$ cat config.mk
export PLATFORM = sky130hd
export DESIGN_NAME = addsub_rr_arbiter_flat
export DESIGN_NICKNAME = d
export VERILOG_FILES = /design/src/rtl/addsub_rr_arbiter_if.sv /design/src/rtl/addsub_rr_arbiter.sv /design/src/flat_wrapper.sv
export SDC_FILE = /design/constraint.sdc
export NUM_CORES = 1
export LEC_CHECK = 0
export CAP_MARGIN = 30
export CORE_AREA = 2 2 63 65
export CTS_CLUSTER_DIAMETER = 150
export DETAILED_ROUTE_END_ITERATION = 8
export DIE_AREA = 0 0 65 67
export PLACE_DENSITY = 0.77
export RECOVER_POWER = 50
export SYNTH_ARGS = -nofsm -noshare
export SYNTH_HDL_FRONTEND = slang
export SYNTH_SLANG_ARGS = --single-unit
$ cat constraint.sdc
create_clock -name clk -period 2.1 [get_ports clk]
set_input_delay 0.42 -clock clk [delete_from_list [all_inputs] [get_ports clk]]
set_output_delay 0.42 -clock clk [all_outputs]
set_load 0.005 [all_outputs]
$ cat src/rtl/addsub_rr_arbiter_if.sv
// Request/response bundle between the client blocks and the shared add/sub arbiter.
// The arbiter takes the slave modport and a client-side driver takes master.
interface addsub_rr_arbiter_if #(
    parameter int NREQ   = 4,
    parameter int WIDTH  = 4,
    parameter int RWIDTH = 8,
    parameter int IDW    = 2
);
    logic [NREQ-1:0]       req_valid;
    logic [NREQ-1:0]       req_ready;
    logic [NREQ*WIDTH-1:0] req_a;
    logic [NREQ*WIDTH-1:0] req_b;
    logic [NREQ-1:0]       req_op;
    logic                  resp_valid;
    logic                  resp_ready;
    logic [IDW-1:0]        resp_id;
    logic [RWIDTH-1:0]     resp_data;

    modport master (
        output req_valid, req_a, req_b, req_op, resp_ready,
        input  req_ready, resp_valid, resp_id, resp_data
    );

    modport slave (
        input  req_valid, req_a, req_b, req_op, resp_ready,
        output req_ready, resp_valid, resp_id, resp_data
    );
endinterface

$ cat src/rtl/addsub_rr_arbiter.sv
// Round-robin arbiter sharing one add/sub datapath among NREQ requesters;
// accept in IDLE, compute in EXEC, hold the response in RESP until taken.
module addsub_rr_arbiter #(
    parameter int NREQ   = 4,
    parameter int WIDTH  = 4,
    parameter int RWIDTH = 8,
    parameter int IDW    = 2
) (
    input  logic               clk,
    input  logic               rst_n,
    addsub_rr_arbiter_if.slave bus,
    output logic               busy
);

    typedef enum logic [1:0] {
        IDLE = 2'b00,
        EXEC = 2'b01,
        RESP = 2'b10
    } state_e;

    state_e            state_q, state_d;
    logic [IDW-1:0]    ptr_q, ptr_d;
    logic [IDW-1:0]    gnt_q, gnt_d;
    logic [WIDTH-1:0]  a_q, a_d;
    logic [WIDTH-1:0]  b_q, b_d;
    logic              op_q, op_d;
    logic [RWIDTH-1:0] resp_data_q, resp_data_d;
    logic [IDW-1:0]    resp_id_q, resp_id_d;

    logic              found;
    logic [IDW-1:0]    win_idx;
    logic [IDW-1:0]    cand;

    function automatic logic [RWIDTH-1:0] addsub(input logic [WIDTH-1:0] a,
                                                 input logic [WIDTH-1:0] b,
                                                 input logic             op);
        logic [RWIDTH-1:0] ax;
        logic [RWIDTH-1:0] bx;
        ax = RWIDTH'(a);
        bx = RWIDTH'(b);
        return op ? (ax - bx) : (ax + bx);
    endfunction

    // First valid requester at or after the pointer, wrapping modulo NREQ.
    always_comb begin
        found   = 1'b0;
        win_idx = '0;
        cand    = '0;
        for (int k = 0; k < NREQ; k++) begin
            cand = IDW'((int'(ptr_q) + k) % NREQ);
            if (!found && bus.req_valid[cand]) begin
                found   = 1'b1;
                win_idx = cand;
            end
        end
    end

    // Gated by rst_n so no requester sees an accept while reset is held.
    always_comb begin
        bus.req_ready = '0;
        if (rst_n && state_q == IDLE && found) begin
            bus.req_ready[win_idx] = 1'b1;
        end
    end

    always_comb begin
        state_d     = state_q;
        ptr_d       = ptr_q;
        gnt_d       = gnt_q;
        a_d         = a_q;
        b_d         = b_q;
        op_d        = op_q;
        resp_data_d = resp_data_q;
        resp_id_d   = resp_id_q;
        case (state_q)
            IDLE: begin
                if (found) begin
                    a_d     = bus.req_a[win_idx*WIDTH +: WIDTH];
                    b_d     = bus.req_b[win_idx*WIDTH +: WIDTH];
                    op_d    = bus.req_op[win_idx];
                    gnt_d   = win_idx;
                    ptr_d   = (win_idx == IDW'(NREQ - 1)) ? '0 : win_idx + 1'b1;
                    state_d = EXEC;
                end
            end
            EXEC: begin
                resp_data_d = addsub(a_q, b_q, op_q);
                resp_id_d   = gnt_q;
                state_d     = RESP;
            end
            RESP: begin
                if (bus.resp_ready) begin
                    state_d = IDLE;
                end
            end
            default: state_d = IDLE;
        endcase
    end

    always_ff @(posedge clk or negedge rst_n) begin
        if (!rst_n) begin
            state_q     <= IDLE;
            ptr_q       <= '0;
            gnt_q       <= '0;
            a_q         <= '0;
            b_q         <= '0;
            op_q        <= 1'b0;
            resp_data_q <= '0;
            resp_id_q   <= '0;
        end else begin
            state_q     <= state_d;
            ptr_q       <= ptr_d;
            gnt_q       <= gnt_d;
            a_q         <= a_d;
            b_q         <= b_d;
            op_q        <= op_d;
            resp_data_q <= resp_data_d;
            resp_id_q   <= resp_id_d;
        end
    end

    assign bus.resp_valid = (state_q == RESP);
    assign bus.resp_id    = resp_id_q;
    assign bus.resp_data  = resp_data_q;
    assign busy           = (state_q != IDLE);

endmodule
$ cat src/flat_wrapper.sv
// flat-port wrapper written by rule: the top's interface ports become plain ports
module addsub_rr_arbiter_flat 
#(
    parameter int NREQ   = 4,
    parameter int WIDTH  = 4,
    parameter int RWIDTH = 8,
    parameter int IDW    = 2
)
  (clk, rst_n, busy, bus_req_valid, bus_req_a, bus_req_b, bus_req_op, bus_resp_ready, bus_req_ready, bus_resp_valid, bus_resp_id, bus_resp_data);
  addsub_rr_arbiter_if #(.NREQ(NREQ), .WIDTH(WIDTH), .RWIDTH(RWIDTH), .IDW(IDW)) bus_i ();
  input  logic clk;
  input  logic rst_n;
  output logic busy;
  input wire logic [$bits(bus_i.req_valid)-1:0] bus_req_valid;
  input wire logic [$bits(bus_i.req_a)-1:0] bus_req_a;
  input wire logic [$bits(bus_i.req_b)-1:0] bus_req_b;
  input wire logic [$bits(bus_i.req_op)-1:0] bus_req_op;
  input wire logic [$bits(bus_i.resp_ready)-1:0] bus_resp_ready;
  output wire logic [$bits(bus_i.req_ready)-1:0] bus_req_ready;
  output wire logic [$bits(bus_i.resp_valid)-1:0] bus_resp_valid;
  output wire logic [$bits(bus_i.resp_id)-1:0] bus_resp_id;
  output wire logic [$bits(bus_i.resp_data)-1:0] bus_resp_data;
  assign bus_i.req_valid = bus_req_valid;
  assign bus_i.req_a = bus_req_a;
  assign bus_i.req_b = bus_req_b;
  assign bus_i.req_op = bus_req_op;
  assign bus_i.resp_ready = bus_resp_ready;
  assign bus_req_ready = bus_i.req_ready;
  assign bus_resp_valid = bus_i.resp_valid;
  assign bus_resp_id = bus_i.resp_id;
  assign bus_resp_data = bus_i.resp_data;
  addsub_rr_arbiter #(.NREQ(NREQ), .WIDTH(WIDTH), .RWIDTH(RWIDTH), .IDW(IDW)) u_core (.clk(clk), .rst_n(rst_n), .bus(bus_i), .busy(busy));
endmodule
==> metrics.json, run 1 <==
{
  "outcome": {"value": "finished, final reports clean"},
  "final-hold-violation-count": {"value": 0},
  "die_height": {"value": 67, "unit": "um"},
  "vias_per_cell": {"value": 5.05},
  "synth_async_sr_flop_share": {"value": 100, "unit": "%"},
  "grt_pass1_vias": {"value": 1392},
  "timing.final.ws_setup": {"value": 31.0, "unit": "ps"},
  "synth_seq_cells": {"value": 23},
  "port_buffers": {"value": 58},
  "synth_enable_flop_cells": {"value": 0},
  "finalSetupViolCount": {"value": 0},
  "peakVddDrop": {"value": 0.599, "unit": "mV"},
  "detail_route.wirelength": {"value": 3640, "unit": "um"},
  "cts.root.buffer_cell": {"value": "sky130_fd_sc_hd__clkbuf_8"},
  "clock_sinks": {"value": 23},
  "min_period_over_period": {"value": 98.5, "unit": "%"},
  "synthesis.area_per_instance": {"value": 9.43, "unit": "um2"},
  "cts_buffer_depth": {"value": 2},
  "worst-slew-pin-transition": {"value": 541, "unit": "ps"},
  "number_of_nets_produced_by_synthesis": {"value": 217},
  "slew_violations": {"value": 0},
  "finish.utilization": {"value": 64.0, "unit": "%"},
  "vias": {"value": 1414},
  "totalPowerFinal": {"value": 2.98, "unit": "mW"},
  "max_slew_margin": {"value": 64.0, "unit": "%"},
  "achievable-frequency": {"value": 483, "unit": "MHz"},
  "core_region_area": {"value": 0.00361, "unit": "mm2"},
  "detail-route-antenna-nets": {"value": 0},
  "drt_iter0_markers": {"value": 54},
  "grt_start_max_net_pins": {"value": 23},
  "dpl.hpwl": {"value": 2920, "unit": "um"},
  "diodes": {"value": 0},
  "rsz0062_at_grt": {"value": "yes"},
  "synth_warnings": {"value": 0},
  "power_frac_seq": {"value": 29.1, "unit": "%"},
  "initial_standard_cell_utilization_of_the_core": {"value": 42.6, "unit": "%"},
  "critPathCaptureType": {"value": "output port"},
  "insertion_delay": {"value": 260, "unit": "ps"},
  "timing.hold.worst.class": {"value": "in2async"},
  "hold_buffers": {"value": 0},
  "track_usage": {"value": 18.3, "unit": "%"},
  "post-place-ws": {"value": -528, "unit": "ps"},
  "pwr-share-comb": {"value": 61.7, "unit": "%"},
  "clk_pin_slew_worst_paths": {"value": 80, "unit": "ps"},
  "globalRoute.totalOverflow": {"value": 0},
  "power.net_switching": {"value": 1.17, "unit": "mW"},
  "setup.worst_path.start_class": {"value": "register"},
  "worst-path-max-fanout": {"value": 3},
  "finish.cell_count_without_fillers": {"value": 280},
  "grt_antenna_before_repair": {"value": 0},
  "worst_ep_required_time": {"value": 1680, "unit": "ps"},
  "gp_congestion": {"value": 0.848},
  "syn_inst": {"value": 163},
  "clock_buffers_created_by_tritoncts": {"value": 3},
  "timing.setup.critical_path_class": {"value": "reg2out"},
  "drt_drc_violations_left": {"value": 0},
  "power.internal": {"value": 1.81, "unit": "mW"},
  "place.detailed.instances": {"value": 275},
  "dr.pass1.iters": {"value": 4},
  "top_level_ports": {"value": 59},
  "yosys.cell_types.count": {"value": 37},
  "power_frac_clock": {"value": 9.2, "unit": "%"},
  "dieWidth": {"value": 65, "unit": "um"},
  "grt_first_pass_wirelength": {"value": 6090, "unit": "um"},
  "netSwitchingFraction": {"value": 39.3, "unit": "%"},
  "synth_area": {"value": 0.00154, "unit": "mm2"},
  "cts_htree_levels": {"value": 1},
  "avgRoutedWirePerCell": {"value": 13.0, "unit": "um"},
  "total_leakage_power": {"value": 1.06, "unit": "nW"},
  "sequential_fraction_of_the_synthesis_area": {"value": 37.5, "unit": "%"},
  "layout-area-overhead-vs-synth": {"value": 50.2, "unit": "%"},
  "worst_clock_skew": {"value": 5.31, "unit": "ps"},
  "min_clock_period_post_route": {"value": 2070, "unit": "ps"},
  "rows": {"value": 22},
  "synth_ff_type": {"value": "sky130_fd_sc_hd__dfrtp_1"},
  "power_density": {"value": 1290, "unit": "mW/mm2"},
  "cts_tree": {"value": "yes"},
  "arrival": {"value": 1650, "unit": "ps"},
  "die-area": {"value": 0.00436, "unit": "mm2"},
  "fillerInstances": {"value": 301},
  "final_layout_size_suffix_gt1_share": {"value": 18.1, "unit": "%"},
  "nNetsFinal": {"value": 287},
  "number_of_max_cap_violations": {"value": 0}
}
-- registers in the layout, summed over array words and instances, names as in the netlist --
register,flops
u_core.bus.resp_data,6
u_core.a_q,4
u_core.b_q,4
u_core.bus.resp_id,2
u_core.gnt_q,2
u_core.ptr_q,2
u_core.state_q,2
u_core.op_q,1
-- cells in the mapped netlist (4+ instances only) --
master,n,area share [%]
sky130_fd_sc_hd__a21oi_1,5,1.6
sky130_fd_sc_hd__a221oi_1,9,5.1
sky130_fd_sc_hd__and3_1,4,1.6
sky130_fd_sc_hd__dfrtp_1,23,37
sky130_fd_sc_hd__ha_1,9,7.3
sky130_fd_sc_hd__inv_1,14,3.4
sky130_fd_sc_hd__mux2_2,4,2.9
sky130_fd_sc_hd__mux2i_1,9,5.9
sky130_fd_sc_hd__nand2_1,10,2.4
sky130_fd_sc_hd__nor2_1,13,3.2
sky130_fd_sc_hd__o21ai_0,11,3.6
sky130_fd_sc_hd__o22ai_1,9,3.7
-- per-stage QoR --
stage               cell area, um2  hold slack, ps  TNS (ps)
CTS                           2280             384     -96.4
finish                        2310             386         0
detailed placement            2230             462     -2790
global route                  2310             382     -20.9
floorplan                     1540             124         0
global placement              2230             460     -2420
-- worst paths after layout --
check                                      from                to  slack [ps]  cells past startpoint
min in group clk                u_core.gnt_q[1]   u_core.gnt_q[1]         480                      2
worst max-delay path            u_core.ptr_q[0]  bus_req_ready[2]          30                      6
max in group asynchronous                 rst_n   u_core.ptr_q[0]        1140                      2
worst min register to register  u_core.gnt_q[1]   u_core.gnt_q[1]         480                      2
worst min-delay path                      rst_n   u_core.ptr_q[1]         390                      1
worst max register to register  u_core.ptr_q[0]     u_core.a_q[3]         220                      8
-- area by class of cell --
type / count / area, um2 / share of cell area (%)
clock buffer: 4 / 45.0 / 1.95
inverter: 15 / 56.3 / 2.44
multi-input combinational: 114 / 868 / 37.6
sequential: 23 / 578 / 25.1
tap: 48 / 60.1 / 2.60
timing repair buffer: 76 / 699 / 30.3
-- critical path: stages, from the launching register on --
cell                        delay (ps)
sky130_fd_sc_hd__dfrtp_2           420
sky130_fd_sc_hd__and2b_1           210
sky130_fd_sc_hd__nor2_1            140
sky130_fd_sc_hd__a2bb2oi_2         180
sky130_fd_sc_hd__ha_2              180
sky130_fd_sc_hd__and3_4            170
sky130_fd_sc_hd__buf_6              80
-- metal layers --
| metal | vias up | share of wire [%] | global-route usage (%) |
|---|---|---|---|
| li1 | 718 | - | - |
| met1 | 644 | 44 | 22.5 |
| met2 | 43 | 49 | 31.3 |
| met3 | 9 | 4.9 | 3.21 |
| met4 | 0 | 2.1 | 8.24 |
| met5 | - | 0 | 0 |
-- cells in the final DEF, fill, tap and decap left out, types with 4 or more instances in the layout --
cell                               n
sky130_fd_sc_hd__nor2_1           13
sky130_fd_sc_hd__ha_1              8
sky130_fd_sc_hd__clkdlybuf4s50_1  50
sky130_fd_sc_hd__o21ai_0          11
sky130_fd_sc_hd__buf_4            17
sky130_fd_sc_hd__dfrtp_1          21
sky130_fd_sc_hd__mux2i_1           9
sky130_fd_sc_hd__inv_1            14
sky130_fd_sc_hd__mux2_2            4
sky130_fd_sc_hd__nand2_1          10
sky130_fd_sc_hd__a221oi_1          9
sky130_fd_sc_hd__o22ai_1           9
sky130_fd_sc_hd__a21oi_1           5
-- kinds of logic (layout without fill, tap and decap cells) --
logic type | count (synthesis) | count (layout) | share of synthesized area, %
AND/OR/NAND/NOR | 43 | 43 | 14.3
buffers and inverters | 26 | 95 | 8.31
multiplexers | 13 | 13 | 8.79
flip-flops | 23 | 23 | 37.5
AO/OA/AOI/OAI | 46 | 46 | 20.6
adder cells (fa/ha/maj) | 11 | 11 | 9.94
XOR/XNOR | 1 | 1 | 0.570
-- what timing repair did --
action	in CTS	in global routing
setup buffers	0	1
gates resized for setup	13	13
endpoints found under the setup margin	4	4
pin swaps	4	6
-- power groups by stage --
stage	combinational [mW]	clock [mW]	sequential (mW)
after floorplan	1.25	0	0.803
after global placement	1.78	0	0.853
after detailed placement	1.83	0	0.865
after CTS	1.84	0.281	0.862
after global routing	2.10	0.304	0.895
final	1.84	0.273	0.866
(Power assumes the default switching activity.)
==> inputs of run 2 (changes only) <==
Settings changed: REMOVE_ABC_BUFFERS set to 1, SLEW_MARGIN set to 10.
Clock period 2.1 ns to 2.2 ns, I/O delays scaled along.
==> run 2 against run 1 <==
  * Power shrank 2.7%
  * Utilization grew 0.35 points
  * Routed wire length grew 8.7%
  * Clock power fell by 4%
  * Flip-flop and latch count unchanged
  * Critical path depth up 1
  * Clock skew shrank 2.7 ps
  * Register-to-register slack improved by 140 ps
  * Die area unchanged
  * First-iteration DRC count rose by 17%
  * Sequential power shrank 6.6%
  * Sequential share of layout area decreased by 0.19 points
  * Critical path type unchanged
  * Critical endpoint is now bus_req_ready[1]
  * Largest power group unchanged
==> metrics.json, run 2 (synthesis results as in run 1) <==
{
  "arrival": {"value": 1680, "unit": "ps", "change": "was 1650 ps"},
  "final-hold-violation-count": {"value": 0, "change": "unchanged"},
  "cts.root.buffer_cell": {"value": "sky130_fd_sc_hd__clkbuf_8", "change": "unchanged"},
  "cp.buffers_inverters": {"value": 3, "change": "was 1"},
  "grt_first_pass_wirelength": {"value": 6320, "unit": "um", "change": "was 6090 um"},
  "grt_antenna_before_repair": {"value": 0, "change": "unchanged"},
  "critical_path.top_delay_family": {"value": "simple AND/OR/NAND/NOR gates", "change": "unchanged"},
  "max_slew_margin": {"value": 25.5, "unit": "%", "change": "was 64.0%"},
  "critPathMostFrequentCell": {"value": "sky130_fd_sc_hd__and3_1"},
  "die_height": {"value": 67, "unit": "um", "change": "unchanged"},
  "critPathCaptureType": {"value": "output port", "change": "unchanged"},
  "min_clock_period_post_route": {"value": 2120, "unit": "ps"},
  "layout-area-overhead-vs-synth": {"value": 51.0, "unit": "%", "change": "was 50.2%"},
  "peakVddDrop": {"value": 0.614, "unit": "mV", "change": "was 0.599 mV"},
  "total_leakage_power": {"value": 1.07, "unit": "nW", "change": "was 1.06 nW"},
  "dr.pass1.iters": {"value": 4, "change": "unchanged"},
  "rsz0062_at_grt": {"value": "no", "change": "was yes"},
  "vias_per_cell": {"value": 5.14, "change": "was 5.05"},
  "final_design_area_no_fill": {"value": 0.00232, "unit": "mm2", "change": "was 0.00231 mm2"},
  "cts_tree": {"value": "yes", "change": "unchanged"},
  "worst-slew-pin-transition": {"value": 1120, "unit": "ps", "change": "was 541 ps"},
  "avgRoutedWirePerCell": {"value": 13.9, "unit": "um", "change": "was 13.0 um"},
  "clock_sinks": {"value": 23, "change": "unchanged"},
  "dieWidth": {"value": 65, "unit": "um", "change": "unchanged"},
  "timing.hold.ws": {"value": 477, "unit": "ps", "change": "was 386 ps"},
  "globalRoute.totalOverflow": {"value": 0, "change": "unchanged"},
  "detail-route-antenna-nets": {"value": 0, "change": "unchanged"},
  "die-area": {"value": 0.00436, "unit": "mm2", "change": "unchanged"},
  "insertion_delay": {"value": 260, "unit": "ps", "change": "about the same"},
  "worst_hold_path.num_cells": {"value": 2},
  "layout_common_cells": {"value": "sky130_fd_sc_hd__clkdlybuf4s50_1, sky130_fd_sc_hd__dfrtp_1, sky130_fd_sc_hd__buf_4", "change": "unchanged"},
  "holdPathEnd": {"value": "u_core.gnt_q[1]"},
  "final_layout_size_suffix_gt1_share": {"value": 18.6, "unit": "%", "change": "was 18.1%"},
  "setup.worst_path.start_class": {"value": "register", "change": "unchanged"},
  "hold_buffers": {"value": 0, "change": "unchanged"},
  "worst-path-max-fanout": {"value": 3, "change": "unchanged"},
  "min_period_over_period": {"value": 96.3, "unit": "%"},
  "drt_iter0_markers": {"value": 63, "change": "was 54"},
  "number_of_max_cap_violations": {"value": 0, "change": "unchanged"},
  "core_region_area": {"value": 0.00361, "unit": "mm2", "change": "unchanged"},
  "track_usage": {"value": 18.9, "unit": "%", "change": "was 18.3%"},
  "grt_start_max_net_pins": {"value": 21, "change": "was 23"},
  "timing.hold.worst.class": {"value": "reg2reg", "change": "was in2async"},
  "critical_path.reg2reg.endpoint": {"value": "u_core.a_q[2]", "change": "was u_core.a_q[3]"},
  "top_level_ports": {"value": 59, "change": "unchanged"},
  "placedInstanceArea": {"value": 0.00223, "unit": "mm2", "change": "unchanged"},
  "slew_violations": {"value": 0, "change": "unchanged"},
  "grt_pass1_vias": {"value": 1393, "change": "was 1,392"},
  "worst_r2r_startpoint": {"value": "u_core.ptr_q[0]", "change": "unchanged"},
  "vias": {"value": 1460, "change": "was 1,414"},
  "worst_ep_required_time": {"value": 1760, "unit": "ps", "change": "was 1680 ps"},
  "worst_path_max_delay_cell": {"value": "sky130_fd_sc_hd__dfrtp_1", "change": "was sky130_fd_sc_hd__dfrtp_2"},
  "cts_buffer_depth": {"value": 2, "change": "unchanged"},
  "detail_route.wirelength": {"value": 3950, "unit": "um", "change": "was 3640 um"},
  "initial_standard_cell_utilization_of_the_core": {"value": 42.6, "unit": "%", "change": "unchanged"},
  "finalSetupViolCount": {"value": 0, "change": "unchanged"},
  "achievable-frequency": {"value": 472, "unit": "MHz"},
  "rows": {"value": 22, "change": "unchanged"},
  "r2r_setup_slack": {"value": 360, "unit": "ps", "change": "was 220 ps"},
  "gp_congestion": {"value": 0.784, "change": "was 0.848"},
  "ff2ff_path_depth": {"value": 8, "change": "unchanged"},
  "path_cells": {"value": "buf_4 > nor2b_4 > buf_6 > o21ai_1 > and3_1 > and3_1 > clkdlybuf4s15_1", "change": "was and2b_1 > nor2_1 > a2bb2oi_2 > ha_2 > and3_4 > buf_6"},
  "clock_buffers_created_by_tritoncts": {"value": 3, "change": "unchanged"},
  "min_from": {"value": "u_core.gnt_q[1]"},
  "clk_pin_slew_worst_paths": {"value": 80, "unit": "ps", "change": "about the same"},
  "worst_path_largest_cell_delay": {"value": 410, "unit": "ps", "change": "was 420 ps"},
  "totalPowerFinal": {"value": 2.90, "unit": "mW", "change": "was 2.98 mW"},
  "power_density": {"value": 1250, "unit": "mW/mm2", "change": "was 1290 mW/mm2"},
  "outcome": {"value": "finished, final reports clean", "change": "unchanged"},
  "drt_drc_violations_left": {"value": 0, "change": "unchanged"},
  "nNetsFinal": {"value": 291, "change": "was 287"},
  "mostFrequentLayoutCell": {"value": "sky130_fd_sc_hd__clkdlybuf4s50_1", "change": "unchanged"},
  "diodes": {"value": 0, "change": "unchanged"},
  "cts_htree_levels": {"value": 1, "change": "unchanged"},
  "timing.setup.critical_path_class": {"value": "reg2out", "change": "unchanged"},
  "dpl.hpwl": {"value": 2970, "unit": "um", "change": "was 2920 um"},
  "port_buffers": {"value": 58, "change": "unchanged"},
  "worst_clock_skew": {"value": 2.59, "unit": "ps", "change": "was 5.31 ps"},
  "largest_register_ffs": {"value": 6, "change": "unchanged"}
}
-- run 2: repair_timing --
item	in CTS	in global routing
gates cloned	0	0
setup buffers	2	3
pin swaps	4	3
setup endpoints to repair	4	4
resized for setup	14	14
-- run 2: per-stage QoR --
stage	std cells	worst slack, ps	utilization [%]	setup TNS, ps
detailed placement	275	-464	61.9	-1800
finish	284	81.1	64.3	0
global route	284	9.89	64.3	0
global placement	275	-462	61.9	-1610
CTS	281	0.0903	63.9	0
floorplan	152	249	-	0
-- run 2: power by group --
group	switching, mW	internal (mW)	leakage (nW)
Sequential	0.166	0.643	0.273
Clock	0.134	0.129	0.0228
Combinational	0.845	0.979	0.778
-- run 2: worst max path at each step --
stage	endpoint	depth (start not counted)	from	slack, ps
6_report	bus_req_ready[1]	7	u_core.ptr_q[0]	80
5_1_grt	bus_req_ready[1]	7	u_core.ptr_q[0]	10
4_1_cts	bus_req_ready[2]	7	bus_req_valid[2]	0.09
3_5_place_dp	bus_req_ready[2]	7	bus_req_valid[0]	-460
3_3_place_gp	bus_req_ready[2]	7	bus_req_valid[0]	-460
2_1_floorplan	bus_req_ready[2]	5	bus_req_valid[2]	250
-- run 2: cell type report --
| class | count | area, um2 |
|---|---|---|
| inverter | 15 | 56.3 |
| fill | 314 | 1290 |
| tap | 48 | 60.1 |
| sequential | 23 | 577 |
| clock buffer | 4 | 45.0 |
| multi-input combinational | 114 | 866 |
| timing repair buffer | 80 | 716 |
-- run 2: routing by layer --
metal  global-route usage, %  part of all wire, %  up-vias
li1                        -                    -      727
met2                    33.6                   53       30
met5                       0                    0        -
met4                    7.18                  1.5        0
met3                    3.89                  4.1       10
met1                    22.2                   42      693
-- run 2: tightest hold or removal path, stage by stage (launching register included) --
cell	delay [ps]
sky130_fd_sc_hd__dfrtp_1	340
sky130_fd_sc_hd__nand2_1	50
sky130_fd_sc_hd__nand2_1	60
